### src/rtl/branch_redirect_ctrl_pkg.sv
// Shared definitions for the branch redirect controller: FSM encodings and
// the predictor-update entry layout.
package branch_redirect_ctrl_pkg;

    localparam int PC_W = 32;

    localparam logic [0:0] IDLE = 1'b0;
    localparam logic [0:0] WAIT = 1'b1;

    typedef struct packed {
        logic [PC_W-1:0] pc;
        logic            taken;
        logic [PC_W-1:0] target;
    } upd_entry_t;

    localparam int UPD_W = $bits(upd_entry_t);

    function automatic logic [PC_W-1:0] resolved_pc(input logic            taken,
                                                    input logic [PC_W-1:0] pc,
                                                    input logic [PC_W-1:0] target);
        return taken ? target : pc + 32'd4;
    endfunction

endpackage

### src/rtl/branch_redirect_ctrl_upd_fifo.sv
// Circular 2-write/1-read FIFO for predictor updates; the pop of the current
// cycle frees space for this cycle's writes.
module upd_fifo #(
    parameter int DEPTH = 4,
    parameter int W     = 65
) (
    input  logic              clk,
    input  logic              rst,
    input  logic [1:0]        push_req,
    input  logic [1:0][W-1:0] push_data,
    output logic [1:0]        push_ok,
    output logic              rd_valid,
    output logic [W-1:0]      rd_data,
    input  logic              rd_ready
);
    localparam int AW = $clog2(DEPTH);
    localparam int PW = AW + 1;

    logic [W-1:0]    mem [DEPTH];
    logic [PW-1:0]   wr_ptr, rd_ptr, used, space;
    logic [AW-1:0]   wr_idx0, wr_idx1;
    logic [1:0]      n_acc;
    logic [W-1:0]    first;
    logic            pop;

    assign used     = wr_ptr - rd_ptr;
    assign rd_valid = (used != '0);
    assign rd_data  = mem[rd_ptr[AW-1:0]];
    assign pop      = rd_valid & rd_ready;
    assign space    = PW'(DEPTH) - used + PW'(pop);

    // Lane 0 claims the first free slot, so lane 1 is the one dropped.
    always_comb begin
        push_ok = '0;
        if (push_req[0]) begin
            push_ok[0] = (space != '0);
            push_ok[1] = push_req[1] && (space >= PW'(2));
        end else begin
            push_ok[1] = push_req[1] && (space != '0);
        end
    end

    assign n_acc   = {1'b0, push_ok[0]} + {1'b0, push_ok[1]};
    assign first   = push_ok[0] ? push_data[0] : push_data[1];
    assign wr_idx0 = wr_ptr[AW-1:0];
    assign wr_idx1 = wr_idx0 + AW'(1);

    always_ff @(posedge clk) begin
        if (n_acc != 2'd0) mem[wr_idx0] <= first;
        if (n_acc == 2'd2) mem[wr_idx1] <= push_data[1];
    end

    always_ff @(posedge clk or posedge rst) begin
        if (rst) begin
            wr_ptr <= '0;
            rd_ptr <= '0;
        end else begin
            wr_ptr <= wr_ptr + PW'(n_acc);
            rd_ptr <= rd_ptr + PW'(pop);
        end
    end

endmodule

### src/rtl/branch_redirect_ctrl.sv
// Detects mispredicts from two execute lanes, issues the oldest as a frontend
// redirect with a one-cycle flush, and queues predictor-training updates.
module branch_redirect_ctrl
    import branch_redirect_ctrl_pkg::*;
#(
    parameter int UPD_DEPTH = 4
) (
    input  logic                 clk,
    input  logic                 rst,
    input  logic [1:0]           br_valid,
    input  logic [1:0][PC_W-1:0] br_pc,
    input  logic [1:0]           br_taken,
    input  logic [1:0][PC_W-1:0] br_target,
    input  logic [1:0]           br_pred_taken,
    input  logic [1:0][PC_W-1:0] br_pred_target,
    output logic                 redirect_valid,
    output logic [PC_W-1:0]      redirect_pc,
    input  logic                 redirect_ready,
    output logic                 flush,
    output logic                 stall,
    output logic                 upd_valid,
    output logic [PC_W-1:0]      upd_pc,
    output logic [PC_W-1:0]      upd_target,
    output logic                 upd_taken,
    input  logic                 upd_ready,
    output logic [15:0]          upd_drop_cnt
);
    logic [0:0]              state;
    logic                    idle;
    logic [1:0]              mis;
    logic [1:0][PC_W-1:0]    corr;
    logic [1:0]              push_req, push_ok;
    logic [1:0][UPD_W-1:0]   push_data;
    logic [UPD_W-1:0]        rd_data;
    upd_entry_t              head;
    logic [1:0]              drops;
    logic [16:0]             drop_sum;

    assign idle = (state == IDLE);

    always_comb begin
        for (int i = 0; i < 2; i++) begin
            mis[i] = br_valid[i] & ((br_taken[i] != br_pred_taken[i]) |
                                    (br_taken[i] & (br_target[i] != br_pred_target[i])));
            corr[i]      = resolved_pc(br_taken[i], br_pc[i], br_target[i]);
            push_data[i] = {br_pc[i], br_taken[i], br_target[i]};
        end
    end

    // A lane-0 mispredict makes lane 1 wrong-path; in WAIT everything is.
    assign push_req = {idle & br_valid[1] & ~mis[0], idle & br_valid[0]};

    upd_fifo #(.DEPTH(UPD_DEPTH), .W(UPD_W)) u_upd_fifo (
        .clk       (clk),
        .rst       (rst),
        .push_req  (push_req),
        .push_data (push_data),
        .push_ok   (push_ok),
        .rd_valid  (upd_valid),
        .rd_data   (rd_data),
        .rd_ready  (upd_ready)
    );

    assign head       = upd_entry_t'(rd_data);
    assign upd_pc     = head.pc;
    assign upd_taken  = head.taken;
    assign upd_target = head.target;

    assign drops    = {1'b0, push_req[0] & ~push_ok[0]} + {1'b0, push_req[1] & ~push_ok[1]};
    assign drop_sum = {1'b0, upd_drop_cnt} + 17'(drops);

    always_ff @(posedge clk or posedge rst) begin
        if (rst) begin
            state        <= IDLE;
            redirect_pc  <= '0;
            flush        <= 1'b0;
            upd_drop_cnt <= '0;
        end else begin
            flush        <= 1'b0;
            upd_drop_cnt <= drop_sum[16] ? 16'hFFFF : drop_sum[15:0];
            if (state == IDLE) begin
                if (|mis) begin
                    state       <= WAIT;
                    flush       <= 1'b1;
                    redirect_pc <= mis[0] ? corr[0] : corr[1];
                end
            end else if (redirect_ready) begin
                state <= IDLE;
            end
        end
    end

    assign redirect_valid = (state == WAIT);
    assign stall          = (state == WAIT);

endmodule

### config.mk
export PLATFORM = sky130hd
export DESIGN_NAME = branch_redirect_ctrl
export DESIGN_NICKNAME = d
export VERILOG_FILES = /design/src/rtl/branch_redirect_ctrl_pkg.sv /design/src/rtl/branch_redirect_ctrl_upd_fifo.sv /design/src/rtl/branch_redirect_ctrl.sv
export SDC_FILE = /design/constraint.sdc
export NUM_CORES = 1
export LEC_CHECK = 0
export ABC_AREA = 0
export CORE_ASPECT_RATIO = 1.5
export CORE_UTILIZATION = 50
export CTS_CLUSTER_DIAMETER = 80
export DETAILED_ROUTE_END_ITERATION = 7
export MAX_ROUTING_LAYER = met4
export PLACE_DENSITY = 0.86
export SETUP_SLACK_MARGIN = 0.5
export SLEW_MARGIN = 20
export SYNTH_ARGS = -nofsm -noshare
export SYNTH_HDL_FRONTEND = slang
export SYNTH_SLANG_ARGS = --single-unit
### constraint.sdc
create_clock -name clk -period 13.2 [get_ports clk]
set_input_delay 3.3 -clock clk [delete_from_list [all_inputs] [get_ports clk]]
set_output_delay 3.3 -clock clk [all_outputs]
set_load 0.01 [all_outputs]
==> flow_metrics.env <==
export IMPL_fin_ws_ps=5510
export IMPL_synth_warning_count=0
export IMPL_grt_usage=0.312
export IMPL_power_leakage_uw=0.00799
export IMPL_routed_wl_um=56000
export IMPL_grt_max_degree=67
export IMPL_drc=0
export IMPL_cts_setup_buffers=0
export IMPL_vias=12500
export IMPL_stdcell_count=2021
export IMPL_cts_tree="done"
export IMPL_synth_cell_types=51
export IMPL_pre_cts_slack_ps=4940
export IMPL_grt_overflow_total=0
export IMPL_cts_resized=0
export IMPL_hold_path_class="reg2reg"
export IMPL_hold_ws_ps=494
export IMPL_power_density_nw_per_um2=214
export IMPL_multi_input_area_um2=8270
export IMPL_antenna_found_initial=3
export IMPL_hold_viol=0
export IMPL_fillers=2614
export IMPL_slew_headroom=0.234
export IMPL_drtIter0Drc=1073
export IMPL_start_kind="input pin"
export IMPL_grt_pass1_wl_um=81400
export IMPL_cp_top_family="simple AND/OR/NAND/NOR gates"
export IMPL_h_tree_depth=1
export IMPL_cts_root_buf="clkbuf_16"
export IMPL_drt_pass1_iterations=6
export IMPL_cpPeakStageDelay_ps=800
export IMPL_dieHeight_um=235
export IMPL_cts_hold_fix_buffers=0
export IMPL_synth_xor_area_frac=0.0634
export IMPL_avgRoutedWirePerCell_um=27.7
export IMPL_vdd_drop_max_v=0.000147
export IMPL_synth_adder_area_share=0.0103
export IMPL_seqPwrFrac=0.352
export IMPL_p_int_uw=3200
export IMPL_grt_pass1_vias=12800
export IMPL_outcome="finished clean"
export IMPL_insertion_delay_ps=560
export IMPL_syn_nets=1457
export IMPL_synth_top_family_by_area="multiplexers"
export IMPL_crit_fanout=34
export IMPL_cap_violations=0
export IMPL_fmax_mhz=130
export IMPL_slew_viol_final=0
export IMPL_critPathCaptureType="flop"
export IMPL_postSynthAreaPerCell_um2=14.5
export IMPL_rows=84
export IMPL_clk_pin_slew_ps=70
export IMPL_period_share=0.583
export IMPL_gp_congestion=0.936
export IMPL_worstMarginPinSlew_ps=1140
export IMPL_worst_ep_required_time_ps=13510
export IMPL_cpMaxStageDelayCell="nand2_2"
export IMPL_period_needed_ps=7690
export IMPL_start_util=0.511
export IMPL_seq_area_um2=9210
export IMPL_io_pin_count=319
export IMPL_setup_viol=0
export IMPL_worst_endpoint_arrival_ps=8000
export IMPL_numCtsBuffers=29
export IMPL_nNetsFinal=1738
export IMPL_ys_ff_latch=316
export IMPL_synthCells=1242
export IMPL_pwr_share_comb=0.470
export IMPL_fp_dieArea_um2=36900
export IMPL_core_area_um2=35300
export IMPL_crit_buf_inv=2
export IMPL_ys_seq_area_frac=0.510
export IMPL_cts_path_max_buffers=3
export IMPL_via_per_inst=6.20
export IMPL_hpwl_um=39600
export IMPL_crit_type="in2reg"
export IMPL_setup_tns_ps=0
export IMPL_drive_above_1_share=0.289
export IMPL_crit_chain="clkdlybuf4s50_1 > xor2_1 > nor4_1 > nand4_1 > o31ai_2 > nor2_4 > nor4b_1 > ha_1 > nand3_1 > nand2_2 > buf_4 > mux2_2"
export IMPL_syn_to_final_growth_pct=24.6
export IMPL_placed_cells=1964
export IMPL_p_sw_uw=1620
export IMPL_pwr_share_clk=0.178
export IMPL_rsz0062_at_grt="no"
export IMPL_drtAntennaViolNets=0
export IMPL_skew_ps=8.15
export IMPL_synth_compound_area_share=0.0169
export IMPL_sw_frac_of_total=0.336
export IMPL_synth_simple_area_share=0.0595
export IMPL_die_w_um=157
export IMPL_muxShareOfSynthArea=0.304
export IMPL_port_buffers=318
export IMPL_cts_sinks=316
export IMPL_syn_area_um2=18000
## per-stage QoR
stage               instance area (µm²)   util  power (µW)
finish                            22500  0.636        4820
global route                      22500  0.636        4980
CTS                               22400  0.635        4820
floorplan                         18000      -        3090
detailed placement                21500  0.608        3960
global placement                  21500  0.608        3900
## cells in the final DEF, fill, tap and decap left out, types with 18 or more instances in the layout
cell type,Yosys,layout
nand3_1,36,36
dfrtp_1,56,54
xnor2_1,43,43
clkbuf_16,0,29
inv_1,19,18
mux2i_1,71,71
clkdlybuf4s50_1,0,316
nor2_1,28,28
xor2_1,85,85
edfxtp_1,260,260
nand4_1,23,23
buf_4,4,18
a21oi_1,27,27
nand2_1,31,29
mux2_2,294,294
mux4_2,65,65
## area by class of cell
class                   count  area share
flip-flops and latches    316       0.410
multi-input cells         818       0.368
repair buffers            339       0.150
clock buffers              40      0.0359
well taps                 473      0.0263
clock inverters            13     0.00651
inverters                  19     0.00317
diodes                      3    0.000334
## power groups by stage
stage                     Combinational, µW  Sequential [µW]  Clock (µW)
after floorplan                        1380             1710           0
after global placement                 2200             1690           0
after detailed placement               2240             1710           0
after CTS                              2260             1690         863
after global routing                   2360             1720         895
final                                  2260             1700         859
## layer usage
metal / share of wire / routed length, µm / track usage
met2: 0.50 / 27800 / 0.503
met1: 0.37 / 20500 / 0.376
met3: 0.074 / 4150 / 0.0343
met4: 0.062 / 3500 / 0.186
met5: 0 / 0 / -
## cells in the mapped netlist (all sizes together)
| cell type | count | area (µm²) |
|---|---|---|
| clkbuf | 32 | 123 |
| a22oi | 1 | 7.51 |
| and3 | 9 | 56.3 |
| nor4bb | 1 | 10.0 |
| nor3 | 17 | 85.1 |
| a211oi | 2 | 15.0 |
| and4 | 6 | 52.6 |
| xnor2 | 43 | 377 |
| o21ai | 13 | 83.8 |
| nor4 | 21 | 165 |
| o31ai | 3 | 27.5 |
| nor3b | 3 | 22.5 |
| nand2b | 3 | 18.8 |
| nor2 | 29 | 111 |
| o21a | 1 | 7.51 |
| nand2 | 31 | 116 |
| mux2 | 294 | 3310 |
| nor4b | 1 | 8.76 |
| ha | 10 | 125 |
| nand3b | 1 | 7.51 |
| edfxtp | 260 | 7810 |
| mux2i | 71 | 711 |
| nor2b | 2 | 12.5 |
| or4 | 1 | 7.51 |
| o21ba | 1 | 10.0 |
| fa | 3 | 60.1 |
| nand4 | 24 | 156 |
| inv | 19 | 71.3 |
| o22ai | 1 | 6.26 |
| xor2 | 85 | 744 |
| and2 | 3 | 18.8 |
| dfrtp | 56 | 1400 |
| buf | 57 | 444 |
| mux4 | 65 | 1460 |
| or3 | 6 | 37.5 |
| a31oi | 2 | 12.5 |
| nand3 | 36 | 180 |
| xnor3 | 1 | 22.5 |
| or2 | 1 | 6.26 |
| a21oi | 27 | 135 |
## sequential cells by signal, summed over array words and instances, names as in the netlist
signal,count
u_upd_fifo.rd_ptr,3
redirect_pc,32
redirect_valid,1
u_upd_fifo.mem,260
flush,1
upd_drop_cnt,16
u_upd_fifo.wr_ptr,3
## worst reg2reg max path, cell delays in order, from the launching register on
cell and delay, ps:
dfrtp_1 620, inv_1 150, ha_1 150, inv_1 50, fa_1 370, xnor3_1 250
nand3b_1 250, nand3_1 110, nand2_1 120, a21oi_1 140, nor4b_1 370, ha_1 370
nand3_1 200, nand2_2 800, buf_4 640, mux2_2 430
## cells by family (layout without fill, tap and decap cells)
group,Yosys count,count (layout)
AND/OR/NAND/NOR,195,195
XOR/XNOR,129,129
flip-flops,316,316
other,0,3
adder cells (fa/ha/maj),13,13
buffers and inverters,108,411
AO/OA/AOI/OAI,51,51
multiplexers,430,430
## path summary, 6_finish.rpt
kind                                      startpoint               endpoint  slack (ps)  cells past startpoint
worst max-delay path                   br_target[15]  u_upd_fifo.mem[2][38]        5510                     12
worst min-delay path            u_upd_fifo.wr_ptr[2]   u_upd_fifo.wr_ptr[2]         490                      1
worst max register to register  u_upd_fifo.wr_ptr[0]  u_upd_fifo.mem[2][38]        7940                     15
worst min register to register  u_upd_fifo.wr_ptr[2]   u_upd_fifo.wr_ptr[2]         490                      1
max in group asynchronous                        rst   u_upd_fifo.rd_ptr[0]        9270                      3
min in group asynchronous                        rst        upd_drop_cnt[5]        3300                      3
(Power assumes the default switching activity.)
